`config.mk`:
```
export PLATFORM = sky130hd
export DESIGN_NAME = cache_refill_ctrl
export DESIGN_NICKNAME = d
export VERILOG_FILES = /design/src/rtl/cache_refill_ctrl.sv
export SDC_FILE = /design/constraint.sdc
export NUM_CORES = 2
export LEC_CHECK = 0
export BUFFER_PORTS_ARGS = -buffer_cell sky130_fd_sc_hd__buf_2
export CELL_PAD_IN_SITES_DETAIL_PLACEMENT = 0
export CELL_PAD_IN_SITES_GLOBAL_PLACEMENT = 2
export CORE_AREA = 2 2 502 504
export DETAILED_ROUTE_END_ITERATION = 16
export DIE_AREA = 0 0 504 506
export GPL_ROUTABILITY_DRIVEN = 0
export PLACE_DENSITY = 0.57
export SYNTH_ARGS = -nofsm -noshare
export SYNTH_HDL_FRONTEND = slang
export SYNTH_SLANG_ARGS = --single-unit
```
`constraint.sdc`:
```
create_clock -name clk -period 6.9 [get_ports clk]
set_input_delay 1.38 -clock clk [delete_from_list [all_inputs] [get_ports clk]]
set_output_delay 1.38 -clock clk [all_outputs]
set_load 0.02 [all_outputs]
```
`src/rtl/cache_refill_ctrl.sv`:
```
// Miss-handling engine: optional dirty-victim write-back burst, then a line refill burst,
// then a one-cycle refresh pulse that commits the new tag and line.
module cache_refill_ctrl #(
  parameter int unsigned LINE_WORDS = 16,
  parameter logic [3:0]  AXI_ID     = 4'h0
) (
  input  logic                    clk,
  input  logic                    rst,
  input  logic                    i_miss,
  input  logic                    i_write_back,
  input  logic [31:0]             i_axi_raddr,
  input  logic [31:0]             i_axi_waddr,
  input  logic [32*LINE_WORDS-1:0] i_victim_line,
  output logic                    o_refresh,
  output logic [32*LINE_WORDS-1:0] o_refill_line,
  output logic                    o_busy,
  output logic [3:0]              o_arid,
  output logic [31:0]             o_araddr,
  output logic [7:0]              o_arlen,
  output logic [2:0]              o_arsize,
  output logic [1:0]              o_arburst,
  output logic                    o_arvalid,
  input  logic                    i_arready,
  input  logic [31:0]             i_rdata,
  input  logic                    i_rlast,
  input  logic                    i_rvalid,
  output logic                    o_rready,
  output logic [3:0]              o_awid,
  output logic [31:0]             o_awaddr,
  output logic [7:0]              o_awlen,
  output logic [2:0]              o_awsize,
  output logic [1:0]              o_awburst,
  output logic                    o_awvalid,
  input  logic                    i_awready,
  output logic [31:0]             o_wdata,
  output logic [3:0]              o_wstrb,
  output logic                    o_wlast,
  output logic                    o_wvalid,
  input  logic                    i_wready,
  input  logic                    i_bvalid,
  output logic                    o_bready
);

  localparam int CW = (LINE_WORDS > 1) ? $clog2(LINE_WORDS) : 1;
  localparam logic [CW-1:0] LAST_BEAT = CW'(LINE_WORDS - 1);

  typedef enum logic [2:0] {
    S_IDLE, S_WB_AW, S_WB_W, S_WB_B, S_RD_AR, S_RD_R, S_DONE
  } state_t;

  state_t                  r_state;
  logic [CW-1:0]           r_cnt;
  logic [31:0]             r_raddr;
  logic [31:0]             r_waddr;
  logic [32*LINE_WORDS-1:0] r_victim;
  logic [32*LINE_WORDS-1:0] r_refill_line;
  logic                    r_arvalid;
  logic                    r_rready;
  logic                    r_awvalid;
  logic                    r_wvalid;
  logic                    r_bready;
  logic                    w_unused_rlast;

  // The burst length is fixed, so the beat counter alone marks the end of a read burst.
  assign w_unused_rlast = i_rlast;

  always_ff @(posedge clk) begin
    if (rst) begin
      r_state       <= S_IDLE;
      r_cnt         <= '0;
      r_raddr       <= '0;
      r_waddr       <= '0;
      r_victim      <= '0;
      r_refill_line <= '0;
      r_arvalid     <= 1'b0;
      r_rready      <= 1'b0;
      r_awvalid     <= 1'b0;
      r_wvalid      <= 1'b0;
      r_bready      <= 1'b0;
    end else begin
      case (r_state)
        S_IDLE: begin
          if (i_miss) begin
            r_raddr  <= i_axi_raddr;
            r_waddr  <= i_axi_waddr;
            r_victim <= i_victim_line;
            if (i_write_back) begin
              r_state   <= S_WB_AW;
              r_awvalid <= 1'b1;
            end else begin
              r_state   <= S_RD_AR;
              r_arvalid <= 1'b1;
            end
          end
        end
        S_WB_AW: begin
          if (i_awready) begin
            r_awvalid <= 1'b0;
            r_wvalid  <= 1'b1;
            r_state   <= S_WB_W;
          end
        end
        S_WB_W: begin
          if (i_wready) begin
            if (r_cnt == LAST_BEAT) begin
              r_cnt    <= '0;
              r_wvalid <= 1'b0;
              r_bready <= 1'b1;
              r_state  <= S_WB_B;
            end else begin
              r_cnt <= r_cnt + 1'b1;
            end
          end
        end
        S_WB_B: begin
          if (i_bvalid) begin
            r_bready  <= 1'b0;
            r_arvalid <= 1'b1;
            r_state   <= S_RD_AR;
          end
        end
        S_RD_AR: begin
          if (i_arready) begin
            r_arvalid <= 1'b0;
            r_rready  <= 1'b1;
            r_state   <= S_RD_R;
          end
        end
        S_RD_R: begin
          if (i_rvalid) begin
            r_refill_line[32*r_cnt +: 32] <= i_rdata;
            if (r_cnt == LAST_BEAT) begin
              r_cnt    <= '0;
              r_rready <= 1'b0;
              r_state  <= S_DONE;
            end else begin
              r_cnt <= r_cnt + 1'b1;
            end
          end
        end
        S_DONE:  r_state <= S_IDLE;
        default: r_state <= S_IDLE;
      endcase
    end
  end

  // A flush that drops miss before DONE suppresses the commit.
  assign o_refresh     = (r_state == S_DONE) & i_miss;
  assign o_refill_line = r_refill_line;
  assign o_busy        = (r_state != S_IDLE);

  assign o_arid    = AXI_ID;
  assign o_araddr  = r_raddr;
  assign o_arlen   = 8'(LINE_WORDS - 1);
  assign o_arsize  = 3'b010;
  assign o_arburst = 2'b01;
  assign o_arvalid = r_arvalid;
  assign o_rready  = r_rready;

  assign o_awid    = AXI_ID;
  assign o_awaddr  = r_waddr;
  assign o_awlen   = 8'(LINE_WORDS - 1);
  assign o_awsize  = 3'b010;
  assign o_awburst = 2'b01;
  assign o_awvalid = r_awvalid;

  assign o_wdata   = r_victim[32*r_cnt +: 32];
  assign o_wstrb   = 4'hF;
  assign o_wlast   = r_wvalid & (r_cnt == LAST_BEAT);
  assign o_wvalid  = r_wvalid;
  assign o_bready  = r_bready;

endmodule

```
After elaboration in Yosys (flattened, before gate mapping)
Index checks and enable logic that the tools add are counted.

Memory bits (read-only): 0. Input bits: 618. RAM bits: 0. Flip-flop bits (word level): 1100. Memories: 0. Bits in latches: 0.

Order comparisons: 0. Shifts and indexed selects: 3. Muxes and demuxes: 35. Bitwise gates (word level): 2. Divide/modulo/power cells: 0. Equal/unequal tests: 17. Add/sub/neg operators: 2. $mul: 0. Reduce and logical (&&, ||, !) cells: 17.

Operator list (count): 512-bit bitwise mux (1); 32-bit by 34-bit variable shift with 512-bit output, first input constant (1); 32-bit by 34-bit variable part select with 512-bit output (1); 512-bit by 10-bit variable part select with 32-bit output (1); 9-bit negation with 34-bit output (1); 3-bit 2-to-1 mux (9); 2-bit != test, second input constant (10); 3-bit one-hot mux with 6 select lines (1); 4-bit AND reduction (4); 1-bit 2-to-1 mux (15); 4-bit 2-to-1 mux (3); 2-bit nonzero test (5); 3-bit equality test, second input constant (3); 1-bit one-hot mux with 2 select lines (4); 4-bit one-hot mux with 2 select lines (1); 8-bit AND reduction (1); 3-bit by 2-bit equality test with 1-bit output, second input constant (2); 3-bit nonzero test (2); 5-bit AND reduction (1); 4-bit by 1-bit adder with 4-bit output, second input constant (1); 4-bit equality test, second input constant (1); 2-bit AND reduction (2); 3-bit by 1-bit equality test with 1-bit output, second input constant (1); 3-bit zero test (1); 3 further kinds (4).

Longest topological paths before layout
Depth after elaboration: 4. Depth in mapped cells: 11. Depth with buffers taken out: 6.

Worst setup path before layout
Ideal clock, no wire load.

Kind: register to output. Start: register r_cnt[0]. End: output o_wdata[0]. Arrival: 1888 ps. Setup slack: 3632 ps. Stages on the path, launching flop included: 7. Required time: 5520 ps. Cells stage by stage: dfxtp_1 > buf_2 > buf_2 > buf_2 > mux4_2 > o22ai_1 > nor2_1.

Cells in the longest elaborated chain, start to end: 1.

Ends and longest elaborated chain: start: declaration (RTL line 52) `logic [CW-1:0] r_cnt;`; start signal: assignment (RTL line 111) `r_cnt <= r_cnt + 1'b1;`; start signal: assignment (RTL line 137) `r_cnt <= r_cnt + 1'b1;`; 512-bit by 10-bit variable part select with 32-bit output (RTL line 167) `assign o_wdata = r_victim[32*r_cnt +: 32];`; end: declaration (RTL line 35) `output logic [31:0] o_wdata,`.

No other way between the ends.

Final worst setup path
Start: register r_cnt[1]. End: output o_wdata[15].

Same word-level chain as after synthesis.

==> metrics.md <==
| Metric | Value |
|---|---|
| Slew Viols, Final | `0` |
| Most common cell after layout, fill and taps aside | `nand2_1` |
| Post-CTS setup repair buffer count | `0` |
| Area Overhead vs Synth | `31.9%` |
| R2R Path Start | `r_cnt[0]$_SDFFE_PP0P_` |
| Layout Nets | `6641` |
| Drc violations | `0` |
| Setup_tns | `0 ns` |
| Max cap viols | `0` |
| Cells after synthesis | `5046` |
| Max FO, Critical Path | `31` |
| Vias in the first global route | `39.2k` |
| Met2 Resource Use GR | `31.6%` |
| Slew headroom | `18.3%` |
| Grt ovf | `0` |
| Placed insts | `9218` |
| Tcrit/Tclk final | `76.1%` |
| Initial DRC Count | `2639` |
| Met3 Use GR | `6.15%` |
| Final std cells w/o fill | `9524` |
| HPWL after detailed placement | `174000 microns` |
| First-pass GRT wire length | `326000 microns` |
| Die Width | `504 microns` |
| Cell leakage power | `23.3 nW` |
| Routed WL per cell | `25.2 microns` |
| DRT antenna net count | `0` |
| CP endpoint kind | `primary output` |
| Pwr Density | `287 mW/mm^2` |
| # IOs | `1272` |
| Worst-path clk slew | `0.06 ns` |
| Yosys warns | `0` |
| Cell depth of the worst flop-to-flop path | `9` |
| RSZ-0062 raised after global routing | `false` |
| Met1 usage | `21.0%` |
| Avg Cell Area, Syn | `8.73 sq um` |
| Initial antenna violation count | `171` |
| Port bufs | `1232` |
| Worst-Skew Late Latency | `0.80 ns` |
| Post-synth EDFFs | `0` |
| Data required time of the worst path | `5.52 ns` |
| Layout cells sized above 1 | `27.2%` |
| Netlist Area Pre-Place | `0.0440 sq mm` |
| CTS root buf | `clkbuf_16` |
| Synthesis-stage register bit count | `1100` |
| Outcome | `finished, final reports clean` |
| Gr busiest metal | `met2` |
| R2r setup slk | `2.94 ns` |
| Vias per cell | `4.23` |
| DIE HEIGHT | `506 microns` |
| Fillers | `28.1k` |
| Post-CTS resize count | `0` |
| Most frequent cells in the layout | `nand2_1, buf_2, dfxtp_1` |
| Pre-Repair DR Iteration Count | `5` |
| TritonCTS buffer count | `145` |
| Register area share after synthesis | `50.0%` |
| Clock skew | `0.0373 ns` |
| CTS tree | `done` |
| Clock sinks | `1100` |
| Critical path class | `register to primary output` |
| Total core area | `0.250 sq mm` |
| Hold Fails Final Rpt | `0` |
| Hold Crit Class | `register to register` |
| Post-Route WL | `240000 microns` |
| Async S/R FF share, synth | `0%` |
| GRT Util Overall | `18.0%` |
| Post-synth cell types | `55` |
| FF-to-FF End | `o_refill_line[88]$_SDFFE_PP0P_` |
| Htree depth | `4` |
| Worst-Margin Slew | `1.23 ns` |
| VDD IR max | `0.241 mV` |
| Maximum clock frequency | `190 MHz` |
| Largest net degree at the start of global routing | `217` |
| Worst hold stages | `2` |
| Worst Hold Launch | `o_refill_line[0]$_SDFFE_PP0P_` |
| Worst path arrival time | `3.87 ns` |
| CTS Hold Bufs | `0` |
| Bufs on Longest Clock Path | `3` |
| Starting density of the core | `17.6%` |
| Number of cell rows | `184` |
| Worst Setup Start Kind | `register` |
| Final setup viols | `0` |
| Hold path endpoint | `o_refill_line[0]$_SDFFE_PP0P_` |
| Die area | `0.255 sq mm` |
| Ys flop type | `dfxtp_1` |
| Tmin final | `5.25 ns` |
| Routed vias | `40.3k` |
==> worst max-delay path: stages, from the launching register on <==
cell and delay, ns:
dfxtp_4 0.70, buf_4 0.52, buf_4 0.52, mux4_2 0.40, o22ai_1 0.50, nor2_1 0.10, buf_2 0.19
==> logic make-up after synthesis <==
family / share of synthesized area [%]
other: 0.0170
and+or+nand+nor: 22.4
adders and majority gates: 0.170
xor gates and xnor gates: 0.0568
buffers and inverters: 5.13
DFF: 50.0
muxes: 10.2
AOI/OAI and AO/OA: 12.1
==> metrics by stage <==
step / util, % / power, W / cell area, sq um / hold slack (ns) / setup slack, ns
6_report: 23.2 / 0.0167 / 58100 / 0.447 / 1.65
5_1_grt: 23.2 / 0.0174 / 58000 / 0.464 / 1.34
4_1_cts: 23.2 / 0.0171 / 58000 / 0.451 / 1.34
3_5_place_dp: 21.2 / 0.00908 / 53100 / 0.443 / 2.29
3_3_place_gp: 21.2 / 0.00906 / 53100 / 0.440 / 2.29
2_1_floorplan: - / 0.00814 / 44200 / 0.433 / 3.63
==> worst max path at each step <==
| stage | startpoint | cells past startpoint | end | slack, ns |
|---|---|---|---|---|
| floorplan | r_cnt[0]$_SDFFE_PP0P_ | 6 | o_wdata[0] | 3.63 |
| global placement | r_cnt[0]$_SDFFE_PP0P_ | 5 | o_wdata[30] | 2.29 |
| detailed placement | r_cnt[0]$_SDFFE_PP0P_ | 5 | o_wdata[30] | 2.29 |
| CTS | r_cnt[0]$_SDFFE_PP0P_ | 5 | o_wdata[30] | 1.34 |
| global route | r_cnt[0]$_SDFFE_PP0P_ | 6 | o_wdata[26] | 1.34 |
| finish | r_cnt[1]$_SDFFE_PP0P_ | 6 | o_wdata[15] | 1.65 |
==> sequential cells by signal (all words and copies together), names as in the netlist <==
name and cells:
r_victim 512, r_cnt 4, o_awaddr 32, r_state 3, o_bready 1, o_arvalid 1, o_wvalid 1, o_awvalid 1
o_rready 1, o_refill_line 512, o_araddr 32
==> synth_stat cells (52+ instances only) <==
cell	count	share of area (%)
o21ai_0	303	3.4
buf_4	52	0.89
mux4_2	128	6.5
o22ai_1	65	0.92
nand3b_1	161	2.7
clkbuf_1	321	2.7
a21oi_1	617	7.0
nand3_1	225	2.6
mux2i_1	160	3.6
nand2_1	1324	11
buf_2	104	1.2
dfxtp_1	1100	50
nand2b_1	324	4.6
==> layout make-up <==
type / instances / area [sq um] / area share [%]
repair buffers: 1287 / 6790 / 11.7
inverters: 10 / 37.5 / 0.0646
flip-flops and latches: 1100 / 22000 / 37.9
multi-input cells: 3473 / 20100 / 34.5
clock inverters: 43 / 703 / 1.21
clock buffers: 216 / 4190 / 7.20
well taps: 3348 / 4190 / 7.21
diodes: 47 / 118 / 0.202
==> layer usage <==
metal  part of all wire, %  vias up
met5                  0.40        -
met4                   2.3      150
met3                   7.9      407
met2                    50     1295
met1                    40    19500
li1                      -    19000
==> where the power goes <==
group / switching [W] / leakage [nW] / internal (W) / total [W]
Sequential: 0.000188 / 8.95 / 0.00670 / 0.00688
Combinational: 0.00134 / 12.0 / 0.000644 / 0.00198
Clock: 0.00325 / 2.39 / 0.00458 / 0.00783
Total: 0.00477 / 23.3 / 0.0119 / 0.0167
No activity file was read; power rests on OpenSTA's default activity.
